===== config.mk =====
export PLATFORM = sky130hd
export DESIGN_NAME = freq_div_ctrl_flat
export DESIGN_NICKNAME = d
export VERILOG_FILES = /design/src/rtl/freq_div_pkg.sv /design/src/rtl/freq_div_ctrl_if.sv /design/src/rtl/freq_div_ctrl_counter.sv /design/src/rtl/freq_div_ctrl.sv /design/src/flat_wrapper.sv
export SDC_FILE = /design/constraint.sdc
export NUM_CORES = 1
export LEC_CHECK = 0
export BUFFER_PORTS_ARGS = -buffer_cell sky130_fd_sc_hd__buf_2
export CAP_MARGIN = 40
export CELL_PAD_IN_SITES_DETAIL_PLACEMENT = 0
export CELL_PAD_IN_SITES_GLOBAL_PLACEMENT = 2
export CORE_MARGIN = 8
export CORE_UTILIZATION = 38
export CTS_CLUSTER_SIZE = 40
export DETAILED_ROUTE_END_ITERATION = 7
export GPL_TIMING_DRIVEN = 0
export HOLD_SLACK_MARGIN = 0.1
export PLACE_DENSITY = 0.93
export SYNTH_ARGS = -nofsm -noshare
export SYNTH_HDL_FRONTEND = slang
export SYNTH_HIERARCHICAL = 1
export SYNTH_SLANG_ARGS = --single-unit

===== constraint.sdc =====
create_clock -name clk -period 12.85 [get_ports clk]
set_input_delay 0.6425 -clock clk [delete_from_list [all_inputs] [get_ports clk]]
set_output_delay 0.6425 -clock clk [all_outputs]
set_load 0.02 [all_outputs]

===== src/rtl/freq_div_pkg.sv =====
// Shared definitions for the programmable clock divider controller.
//   state_t : controller state encoding
//   MIN_DIV : smallest divide ratio that produces a valid output period
package freq_div_pkg;

   typedef enum logic [1:0] {
      IDLE  = 2'd0,
      RUN   = 2'd1,
      DRAIN = 2'd2
   } state_t;

   localparam int unsigned MIN_DIV = 2;

endpackage


===== src/rtl/freq_div_ctrl_if.sv =====
// Ratio configuration port of the divider controller.
//   cfg_valid : new divide ratio offered (master -> slave)
//   cfg_div   : offered ratio (master -> slave)
//   cfg_ready : controller can accept a ratio (slave -> master)
//   pending   : accepted ratio waiting for a period boundary (slave -> master)
//   cfg_err   : one-cycle pulse, illegal ratio accepted and discarded (slave -> master)
interface freq_div_ctrl_if #(
   parameter int CW = 8
);
   logic          cfg_valid;
   logic [CW-1:0] cfg_div;
   logic          cfg_ready;
   logic          pending;
   logic          cfg_err;

   modport master (
      output cfg_valid, cfg_div,
      input  cfg_ready, pending, cfg_err
   );

   modport slave (
      input  cfg_valid, cfg_div,
      output cfg_ready, pending, cfg_err
   );
endinterface


===== src/rtl/freq_div_ctrl_counter.sv =====
// Divide-by-N period counter with registered clk_out and tick.
//   clk, rst   : system clock, synchronous active-low reset
//   start      : begin a fresh period next cycle (cnt=0, clk_out=1, tick=1)
//   count      : counter is running (RUN or DRAIN)
//   stop       : final boundary of a drain; return to rest next cycle
//   load       : take load_div as the ratio in effect next cycle
//   load_div   : new ratio
//   boundary   : current cycle is the last of its period (cnt == cur_div-1)
//   clk_out    : divided clock
//   tick       : first cycle of every output period
//   cur_div    : ratio currently in effect
module freq_div_ctrl_counter #(
   parameter int CW          = 8,
   parameter int DEFAULT_DIV = 6
) (
   input  logic          clk,
   input  logic          rst,
   input  logic          start,
   input  logic          count,
   input  logic          stop,
   input  logic          load,
   input  logic [CW-1:0] load_div,
   output logic          boundary,
   output logic          clk_out,
   output logic          tick,
   output logic [CW-1:0] cur_div
);

   logic [CW-1:0] cnt;
   logic [CW-1:0] cnt_nxt;
   logic [CW-1:0] div_eff;
   logic [CW-1:0] hi;

   // A ratio loaded at a boundary must already shape the high phase of the
   // period that starts in the next cycle, so HI uses the incoming ratio.
   always_comb begin
      div_eff  = load ? load_div : cur_div;
      hi       = div_eff - (div_eff >> 1);
      boundary = (cnt == cur_div - CW'(1));
      cnt_nxt  = boundary ? '0 : cnt + CW'(1);
   end

   always_ff @(posedge clk) begin
      if (!rst) begin
         cnt     <= '0;
         clk_out <= 1'b0;
         tick    <= 1'b0;
         cur_div <= CW'(DEFAULT_DIV);
      end else begin
         if (load)
            cur_div <= load_div;
         if (start) begin
            cnt     <= '0;
            clk_out <= 1'b1;
            tick    <= 1'b1;
         end else if (count && !stop) begin
            cnt     <= cnt_nxt;
            clk_out <= (cnt_nxt < hi);
            tick    <= boundary;
         end else begin
            cnt     <= '0;
            clk_out <= 1'b0;
            tick    <= 1'b0;
         end
      end
   end

endmodule


===== src/rtl/freq_div_ctrl.sv =====
// Runtime-programmable clock divider controller.
//   clk, rst : system clock, synchronous active-low reset
//   en       : run request (level)
//   cfg      : ratio configuration port (valid/ready, pending, cfg_err)
//   clk_out  : divided clock, registered
//   tick     : pulse on the first cycle of each output period
//   cur_div  : ratio currently in effect
//   busy     : controller is in RUN or DRAIN
//
// state | meaning
// IDLE  | stopped, clk_out low, ratio updates apply immediately
// RUN   | counting periods, en held high
// DRAIN | en dropped, finishing the current period before IDLE
module freq_div_ctrl
   import freq_div_pkg::*;
#(
   parameter int CW          = 8,
   parameter int DEFAULT_DIV = 6
) (
   input  logic            clk,
   input  logic            rst,
   input  logic            en,
   freq_div_ctrl_if.slave  cfg,
   output logic            clk_out,
   output logic            tick,
   output logic [CW-1:0]   cur_div,
   output logic            busy
);

   state_t        state;
   state_t        state_nxt;
   logic          pending;
   logic [CW-1:0] shadow;
   logic          cfg_err;
   logic          boundary;
   logic          start;
   logic          count;
   logic          stop;
   logic          accept;
   logic          legal;
   logic          apply_pend;
   logic          load;
   logic [CW-1:0] load_div;

   always_ff @(posedge clk) begin
      if (!rst)
         state <= IDLE;
      else
         state <= state_nxt;
   end

   always_comb begin
      state_nxt = state;
      case (state)
         IDLE:    if (en) state_nxt = RUN;
         RUN:     if (!en) state_nxt = DRAIN;
         DRAIN:   if (en) state_nxt = RUN;
                  else if (boundary) state_nxt = IDLE;
         default: state_nxt = IDLE;
      endcase
   end

   always_comb begin
      start = (state == IDLE) && en;
      count = (state == RUN) || (state == DRAIN);
      stop  = (state == DRAIN) && !en && boundary;
      busy  = count;
   end

   // A pending ratio is also flushed in IDLE: a handshake landing on the
   // final drain boundary would otherwise be stranded with no later boundary.
   always_comb begin
      accept     = cfg.cfg_valid && !pending;
      legal      = (cfg.cfg_div >= CW'(MIN_DIV));
      apply_pend = pending && ((count && boundary) || (state == IDLE));
      load       = apply_pend || (accept && legal && (state == IDLE));
      load_div   = apply_pend ? shadow : cfg.cfg_div;
   end

   always_ff @(posedge clk) begin
      if (!rst) begin
         pending <= 1'b0;
         shadow  <= CW'(DEFAULT_DIV);
         cfg_err <= 1'b0;
      end else begin
         cfg_err <= accept && !legal;
         if (apply_pend) begin
            pending <= 1'b0;
         end else if (accept && legal && (state != IDLE)) begin
            pending <= 1'b1;
            shadow  <= cfg.cfg_div;
         end
      end
   end

   assign cfg.cfg_ready = !pending;
   assign cfg.pending   = pending;
   assign cfg.cfg_err   = cfg_err;

   freq_div_ctrl_counter #(
      .CW          (CW),
      .DEFAULT_DIV (DEFAULT_DIV)
   ) u_counter (
      .clk      (clk),
      .rst      (rst),
      .start    (start),
      .count    (count),
      .stop     (stop),
      .load     (load),
      .load_div (load_div),
      .boundary (boundary),
      .clk_out  (clk_out),
      .tick     (tick),
      .cur_div  (cur_div)
   );

endmodule


===== src/flat_wrapper.sv =====
// flat-port wrapper written by rule: the top's interface ports become plain ports
module freq_div_ctrl_flat import freq_div_pkg::*;
#(
   parameter int CW          = 8,
   parameter int DEFAULT_DIV = 6
)
  (clk, rst, en, clk_out, tick, cur_div, busy, cfg_cfg_valid, cfg_cfg_div, cfg_cfg_ready, cfg_pending, cfg_cfg_err);
  freq_div_ctrl_if #(.CW(CW)) cfg_i ();
  input  logic clk;
  input  logic rst;
  input  logic en;
  output logic clk_out;
  output logic tick;
  output logic [CW-1:0] cur_div;
  output logic busy;
  input wire logic [$bits(cfg_i.cfg_valid)-1:0] cfg_cfg_valid;
  input wire logic [$bits(cfg_i.cfg_div)-1:0] cfg_cfg_div;
  output wire logic [$bits(cfg_i.cfg_ready)-1:0] cfg_cfg_ready;
  output wire logic [$bits(cfg_i.pending)-1:0] cfg_pending;
  output wire logic [$bits(cfg_i.cfg_err)-1:0] cfg_cfg_err;
  assign cfg_i.cfg_valid = cfg_cfg_valid;
  assign cfg_i.cfg_div = cfg_cfg_div;
  assign cfg_cfg_ready = cfg_i.cfg_ready;
  assign cfg_pending = cfg_i.pending;
  assign cfg_cfg_err = cfg_i.cfg_err;
  freq_div_ctrl #(.CW(CW), .DEFAULT_DIV(DEFAULT_DIV)) u_core (.clk(clk), .rst(rst), .en(en), .cfg(cfg_i), .clk_out(clk_out), .tick(tick), .cur_div(cur_div), .busy(busy));
endmodule

Yosys cells after proc, flatten, opt, wreduce, memory -nomap -nowiden. Cells that the tools add are included.

Bits in registers: 30. Memories: 0. Logic and storage cells: 58. ROM bits: 0. Bits of input ports: 12. Bits in latches: 0. RAM bits: 0.

$mul: 0. $lt $le $gt $ge: 2. Shift-type cells: 0. Add/sub/neg operators: 3. Div/mod/pow operators: 0. Bitwise operators: 3. Reduce and logical (&&, ||, !) cells: 24. Multiplexer cells: 12. Equality and inequality tests: 6.

Operators by type and width (count): two-way mux 8 bit (3); logical AND 1 bit (11); adder 8 x 1 -> 8 bit (second input constant) (1); == test 8 bit (1); greater-or-equal comparator 8 x 2 -> 1 bit (second input constant) (1); < comparator 8 bit (1); two-way mux 2 bit (4); subtractor 8 x 1 -> 8 bit (second input constant) (1); subtractor 8 x 7 -> 8 bit (1); one-hot mux 2 bit (3 select lines) (1); zero test 1 bit (4); two-way mux 1 bit (4); != test 2 bit (second input constant) (2); logical OR 1 bit (3); != test 3 x 2 -> 1 bit (second input constant) (1); NOT 1 bit (3); AND reduction 3 bit (1); OR reduction 3 bit (1); == test 2 x 1 -> 1 bit (second input constant) (1); == test 2 bit (second input constant) (1); zero test 2 bit (1); AND reduction 2 bit (1); nonzero test 2 bit (1); OR reduction 2 bit (1).

Depth between registers and ports, before layout. Gate-level depths: netlist (run 1).

Word-level depth: 11. Depth in mapped cells: 29. Mapped depth without buffers: 27.

Modules after synthesis. Netlist (run 1), hierarchy kept.

Modules (own cells, without submodules): freq_div_ctrl_counter (seq. area each 360.3 um^2, area each 1457.6 um^2, cells an instance 169, times used 1); freq_div_ctrl (seq. area each 240.2 um^2, area each 760.7 um^2, cells an instance 85, times used 1).

Worst setup path before layout (run 1). No wires, ideal clock.

Path kind: flip-flop to flip-flop. Start: register u_core.u_counter.cur_div[0]. End: register u_core.u_counter.clk_out. Period minus slack after synthesis: 5.482 ns. Data arrival time: 5.407 ns. Setup time: 0.076 ns. Setup slack: 7.368 ns. Cell stages (with the launch flop): 30. Cell sequence: dfxtp_1 inv_1 ha_1 o21bai_1 a211oi_1 a311o_1 a32oi_4 nor2_4 buf_6 a21o_1 nand2_1 o21ai_0 clkbuf_1 nand2_1 o21ai_0 ha_1 inv_1 fa_1 a21oi_1 nor2_1 nor2_1 o21bai_1 a21oi_1 xor2_1 ha_1 nor2b_1 o21ai_0 o211ai_1 a222oi_1 a21boi_0.

Cells in the longest elaborated chain, start to end: 11.

RTL lines: from (decl) (line freq_div_ctrl_counter.sv:26) `output logic [CW-1:0] cur_div`; from (signal assigned) (line freq_div_ctrl_counter.sv:48) `cur_div <= CW'(DEFAULT_DIV);`; from (signal assigned) (line freq_div_ctrl_counter.sv:51) `cur_div <= load_div;`; subtractor 8 x 1 -> 8 bit (line freq_div_ctrl_counter.sv:39) `boundary = (cnt == cur_div - CW'(1));`; == test 8 bit (line freq_div_ctrl_counter.sv:39); named net u_core.boundary (line freq_div_ctrl.sv:35) `logic boundary;`; logical AND 1 bit (line freq_div_ctrl.sv:75) `apply_pend = pending && ((count && boundary) || (state == IDLE));`; logical OR 1 bit (line freq_div_ctrl.sv:75); logical AND 1 bit (line freq_div_ctrl.sv:75); logical OR 1 bit (line freq_div_ctrl.sv:76) `load = apply_pend || (accept && legal && (state == IDLE));`; named net u_core.load (line freq_div_ctrl.sv:42) `logic load;`; two-way mux 8 bit; named net u_core.u_counter.div_eff[1] (line freq_div_ctrl_counter.sv:31) `logic [CW-1:0] div_eff;`; subtractor 8 x 7 -> 8 bit (line freq_div_ctrl_counter.sv:38) `hi = div_eff - (div_eff >> 1);`; < comparator 8 bit (line freq_div_ctrl_counter.sv:58) `clk_out <= (cnt_nxt < hi);`; two-way mux 1 bit (line freq_div_ctrl_counter.sv:56) `end else if (count && !stop) begin`; two-way mux 1 bit (line freq_div_ctrl_counter.sv:52) `if (start) begin`; to (signal assigned) (line freq_div_ctrl_counter.sv:58); to (decl) (line freq_div_ctrl_counter.sv:24) `output logic clk_out,`.

The timed path passes the listed nets, and every way through them passes these cells. A chain may end at the register's enable or synchronous reset.

Worst setup path after layout (run 1). Same ends and word-level chain as after synthesis.

==> flow_summary.ini, run 1 <==
[outcome]
status = completed

[timing]
fin_crit_ns = 6.32
worst_pin_slew_ns = 0.799
max_freq_mhz = 158
clock-skew-final_ns = 0.00973
period_share_pct = 49.2
max_slew_margin_pct = 46.7
rsz0062_at_grt = no
tns_ns = 0
setup_viol_count_final = 0
finalHoldViolCount = 0
drv_slew = 0
fin_hold_ws_ns = 0.457

[grt]
track_usage_pct = 12.3
grt_overflow = 0
grt_pass1_vias = 1847
grt_max_degree = 14
grt_pass1_wl_mm = 8.54
antenna_found_initial = 0

[synthesis]
ys_seq_elements = 30
synth.distinct_cells = 53
ys.flop_type = dfxtp_1
synth_edf_count = 0
netlist_area_um2 = 2220
synth_nets = 288
async_reset_ff_share_pct = 0
synthCells = 254
yosys_warnings = 6
avgSynthCellArea_um2 = 8.73
ys_seq_area_share_pct = 27.1

[detailed_routing]
viasPerCell = 5.01
via_count = 1814
first_pass_iters = 4
ant_nets = 0
drc = 0
post_drt_wl_per_cell_um = 13.7
drt_iter0_markers = 82
drt-total-wl_mm = 4.95

[floorplan]
die_w_um = 92.4
ios = 26
dieArea_um2 = 8540
start_util_pct = 38.4
rows = 28
coreArea_um2 = 5780
die_h_um = 92.4

[worst_setup_path]
cp.arrival_ns = 6.51
crit_slowest_cell = dfxtp_1
path_max_fanout = 13
cp-end-kind = flop
start_kind = flop
worstReg2RegStart = u_core/u_counter/cur_div[0]$_SDFF_PN0_
max_stage_delay_ns = 0.49
ff2ff_setup_slack_ns = 6.53
cp.required_ns = 13.04
crit_type = reg -> reg
rr_worst_depth = 29
timing.rr.end = u_core/u_counter/clk_out$_SDFF_PN0_

[finish]
num-fill-cells = 595
multiInputGateArea_um2 = 1500
fin_area_um2 = 2530
num_antenna_cells = 0
drive_gt1_share_pct = 20.2
seqCellArea_um2 = 601
fin_nets = 320
syn2layout_area_growth_pct = 14.2
utilization_pct = 43.8

[pwr]
power_leakage_nw = 1.11
pwr_density_cell_nw_per_um2 = 146
vdd_drop_max_mv = 0.0471

[clock_network]
cts_root_buf = clkbuf_8
cts_setup_buffers = 0
tritoncts = built
cts.sinks = 30
clockBufferDepth = 2
clk_latency_ns = 0.29
cts_hold_buffers = 0
cts-buffers-inserted = 5
clk_pin_slew_worst_paths_ns = 0.07
cts_max_level = 2
ctsResizeCount = 0

[hold_path]
worstHoldEndpoint = u_core/shadow[6]$_SDFFE_PN0P_
hp-class = reg -> reg
whs_path_depth = 2
min_from = u_core/shadow[6]$_SDFFE_PN0P_

[placed_design]
dpl.hpwl_mm = 3.99
placed_area_um2 = 2440
io_buffers = 25
gp_congestion = 0.819

[job]
maxCapViolations = 0
==> area by class of cell <==
| class | instances | area share [%] |
|---|---|---|
| multi-input cells | 196 | 59.3 |
| flip-flops and latches | 30 | 23.7 |
| repair buffers | 25 | 4.94 |
| well taps | 75 | 3.71 |
| clock buffers | 6 | 3.26 |
| inverters | 20 | 2.96 |
| plain buffers | 8 | 1.58 |
| clock inverters | 2 | 0.494 |
==> worst max-delay path, delay by kind of cell, from the launching register on <==
| family | cells | cell delay, ns |
|---|---|---|
| buffers and inverters | 4 | 0.80 |
| xor gates and xnor gates | 1 | 0.18 |
| DFF | 1 | 0.49 |
| AOI/OAI and AO/OA | 14 | 2.65 |
| and+or+nand+nor | 6 | 0.86 |
| adders and majority gates | 4 | 1.22 |
==> worst max path at each step <==
stage                                      startpoint                                   to  cells past startpoint
4_1_cts        u_core/u_counter/cur_div[0]$_SDFF_PN0_  u_core/u_counter/clk_out$_SDFF_PN0_                     29
3_3_place_gp   u_core/u_counter/cur_div[0]$_SDFF_PN0_  u_core/u_counter/clk_out$_SDFF_PN0_                     28
6_report       u_core/u_counter/cur_div[0]$_SDFF_PN0_  u_core/u_counter/clk_out$_SDFF_PN0_                     29
5_1_grt        u_core/u_counter/cur_div[0]$_SDFF_PN0_  u_core/u_counter/clk_out$_SDFF_PN0_                     29
2_1_floorplan  u_core/u_counter/cur_div[0]$_SDFF_PN0_  u_core/u_counter/clk_out$_SDFF_PN0_                     29
3_5_place_dp   u_core/u_counter/cur_div[0]$_SDFF_PN0_  u_core/u_counter/clk_out$_SDFF_PN0_                     29
==> layer usage <==
layer,track usage [%],part of all wire [%],up-vias,routed length [µm]
met5,0,0,-,0
met4,6.31,3.0,0,150
met3,2.91,4.9,11,242
met2,20.4,46,29,2290
met1,14.4,46,838,2270
li1,-,-,936,-
==> placed cells by master (no fill, tap or decap), types with 5 or more instances in the layout <==
cell,synthesis,layout
buf_2,2,27
nor2b_1,5,5
inv_1,20,20
xnor2_1,16,16
nand3_1,7,7
dfxtp_1,30,30
a21oi_1,6,6
nor2_1,24,24
nand2_1,25,25
mux2i_1,16,16
mux2_2,8,8
o21ai_0,6,6
xor2_1,8,8
ha_1,21,21
clkbuf_8,0,6
nor3_1,6,6
==> state kept, by name (all words and copies together) (netlist names) <==
register / cells
u_core/cfg.pending: 1
u_core/u_counter/clk_out: 1
u_core/u_counter/cur_div: 8
u_core/state: 2
u_core/u_counter/cnt: 8
u_core/u_counter/tick: 1
u_core/shadow: 8
u_core/cfg.cfg_err: 1
==> cells by family (layout without fill, tap and decap cells) <==
group | after synthesis | in the layout | share of synthesized area [%]
flops | 30 | 30 | 27.1
buf+inv | 28 | 61 | 5.19
mux | 24 | 24 | 11.3
xor+xnor | 24 | 24 | 9.48
simple gates | 92 | 92 | 21.7
fa+ha+maj | 23 | 23 | 13.2
compound gates | 33 | 33 | 12.1
==> cell usage after synthesis (all sizes together) (3+ instances only) <==
library cell	count	area share (%)
dfxtp	30	27
nand2	25	4.2
nor2	25	4.6
ha	21	12
inv	20	3.4
mux2i	16	7.2
xnor2	16	6.3
nor3	10	3.4
mux2	8	4.1
xor2	8	3.2
nand3	7	1.6
a21oi	6	1.4
o21ai	6	1.4
buf	5	1.3
nor2b	5	1.4
clkbuf	3	0.51
nand2b	3	0.85
nor4	3	1.1
or2	3	0.85
==> through the flow <==
step / cells / setup slack [ns] / power, W
2_1_floorplan: 254 / 7.37 / 0.000253
3_3_place_gp: 354 / 6.56 / 0.000291
4_1_cts: 362 / 6.49 / 0.000376
5_1_grt: 362 / 5.81 / 0.000401
3_5_place_dp: 354 / 6.52 / 0.000293
6_report: 362 / 6.53 / 0.000369
==> report_power, final <==
part	total, W	switching (W)	internal (W)	leakage, nW
Combinational	0.000177	0.0000977	0.0000792	0.820
Sequential	0.000112	0.0000104	0.000102	0.245
Clock	0.0000803	0.0000373	0.0000430	0.0472
Total	0.000369	0.000145	0.000224	1.11
(Power assumes the default switching activity.)
==> inputs of run 2 (changes only) <==
--- a/config.mk
+++ b/config.mk
@@ -10,12 +10,12 @@
 export CELL_PAD_IN_SITES_DETAIL_PLACEMENT = 0
 export CELL_PAD_IN_SITES_GLOBAL_PLACEMENT = 2
 export CORE_MARGIN = 8
-export CORE_UTILIZATION = 38
+export CORE_UTILIZATION = 36
 export CTS_CLUSTER_SIZE = 40
 export DETAILED_ROUTE_END_ITERATION = 7
 export GPL_TIMING_DRIVEN = 0
 export HOLD_SLACK_MARGIN = 0.1
-export PLACE_DENSITY = 0.93
+export PLACE_DENSITY = 0.89
 export SYNTH_ARGS = -nofsm -noshare
 export SYNTH_HDL_FRONTEND = slang
 export SYNTH_HIERARCHICAL = 1
==> constraint.sdc (replaced) <==
create_clock -name clk -period 6.1 [get_ports clk]
set_input_delay 0.305 -clock clk [delete_from_list [all_inputs] [get_ports clk]]
set_output_delay 0.305 -clock clk [all_outputs]
set_load 0.02 [all_outputs]
==> flow_summary.ini, run 2 (synthesis gave the netlist of run 1 again) <==
[clock_network]
cts.sinks = 30
tritoncts = built
clockBufferDepth = 2
cts_max_level = 2
cts_root_buf = clkbuf_8
cts-buffers-inserted = 5
clk_latency_ns = 0.28
clk_pin_slew_worst_paths_ns = 0.06

[finish]
drive_gt1_share_pct = 23.1
final_common_cell = dfxtp_1
fin_nets = 325
fin_area_um2 = 2590
instances_no_fill = 365
num_antenna_cells = 0
utilization_pct = 43.4
reg_top3 = u_core/shadow (8), u_core/u_counter/cnt (8), u_core/u_counter/cur_div (8)
syn2layout_area_growth_pct = 16.6
final_cell_mix = dfxtp_1, buf_2, nand2_1, nor2_1, ha_1

[timing]
setup_viol_count_final = 0
max_slew_margin_pct = 47.5
tns_ns = 0
period_share_pct = 91.5
rsz0062_at_grt = no
fin_crit_ns = 5.58
finalHoldViolCount = 0
clock-skew-final_ns = 0.00668
max_freq_mhz = 179
worst_pin_slew_ns = 0.788
drv_slew = 0

[worst_setup_path]
crit_start = u_core/u_counter/cur_div[1]$_SDFF_PN1_
worstReg2RegStart = u_core/u_counter/cur_div[1]$_SDFF_PN1_
crit_type = reg -> reg
cp.arrival_ns = 5.78
cp_top_family = compound AO/OA/AOI/OAI gates
crit_slowest_cell = dfxtp_1
cp-end-kind = flop
path_max_fanout = 13
cp.required_ns = 6.30
start_kind = flop
path_buf_inv = 4
max_stage_delay_ns = 0.41
cp_common_cell = ha_1

[job]
maxCapViolations = 0

[grt]
grt_max_degree = 14
grt_overflow = 0
grt_pass1_vias = 1829
track_usage_pct = 11.8
grt_pass1_wl_mm = 8.50
antenna_found_initial = 0

[floorplan]
die_w_um = 94.5
die_h_um = 94.5
dieArea_um2 = 8930
rows = 28
ios = 26
start_util_pct = 37.2
coreArea_um2 = 5960

[detailed_routing]
viasPerCell = 4.94
drt-total-wl_mm = 5.07
drt_iter0_markers = 65
first_pass_iters = 4
drc = 0
ant_nets = 0
via_count = 1803
post_drt_wl_per_cell_um = 13.9

[pwr]
pwr_density_cell_nw_per_um2 = 306
vdd_drop_max_mv = 0.111
power_leakage_nw = 1.14
fin_total_pwr_w = 0.000791

[placed_design]
dpl.hpwl_mm = 4.08
gp_congestion = 0.751
placed_area_um2 = 2440
place_inst = 354
io_buffers = 25

[hold_path]
hp-class = in -> reg
min_from = rst

[outcome]
status = completed
-- run 2: cell count changes in the layout (fill, tap and decap cells not counted), sizes merged --
cell,before,now
clkinvlp,1,0
buf,30,36
clkbuf,9,8
clkinv,1,0
-- run 2: what timing repair did --
action,in CTS,in global routing
pin swaps,0,1
hold endpoints to repair,0,0
cloned,0,0
gates resized for setup,2,10
setup buffers,0,5
endpoints found under the setup margin,1,1
hold buffers,0,0
-- run 2: worst reg2reg max path: cells and delay by family (launching register included) --
family	cells	cell delay, ns
AND/OR/NAND/NOR	5	0.68
flip-flops	1	0.41
multiplexers	1	0.25
AO/OA/AOI/OAI	13	2.26
adder cells (fa/ha/maj)	4	1.15
buffers and inverters	4	0.57
XOR/XNOR	1	0.19
-- run 2: stage by stage --
stage | hold slack (ns) | setup WS, ns
finish | 0.244 | 0.518
global route | 0.267 | 0.0100
CTS | 0.235 | 0.0409
detailed placement | 0.448 | -0.185
global placement | 0.441 | -0.263
floorplan | 0.367 | 0.618
-- run 2: per-layer routing --
metal	up-vias	global-route usage, %	wire [µm]
li1	942	-	-
met3	4	2.54	221
met5	-	0	0
met1	831	14.4	2380
met4	0	4.55	54
met2	26	19.8	2420
-- run 2: final cells by class --
cell class                      count  area [µm²]
Tap cell                           75        93.8
Buffer                              8        43.8
Multi-Input combinational cell    196        1530
Sequential cell                    30         602
Timing Repair Buffer               30         163
Fill cell                         628        3370
Clock buffer                        6        82.6
Inverter                           20        75.1
-- run 2: worst paths after layout --
kind                                             to  slack, ns  depth (start not counted)
max             u_core/u_counter/clk_out$_SDFF_PN0_       0.52                         28
min          u_core/u_counter/cur_div[2]$_SDFF_PN1_       0.24                          2
max reg2reg     u_core/u_counter/clk_out$_SDFF_PN0_       0.52                         28
min reg2reg           u_core/shadow[4]$_SDFFE_PN0P_       0.46                          2
-- run 2: where the power goes --
part / total [W] / switching [W] / leakage [nW] / internal, W
Clock: 0.000158 / 0.0000714 / 0.0431 / 0.0000869
Combinational: 0.000396 / 0.000215 / 0.854 / 0.000181
Sequential: 0.000237 / 0.0000220 / 0.245 / 0.000215
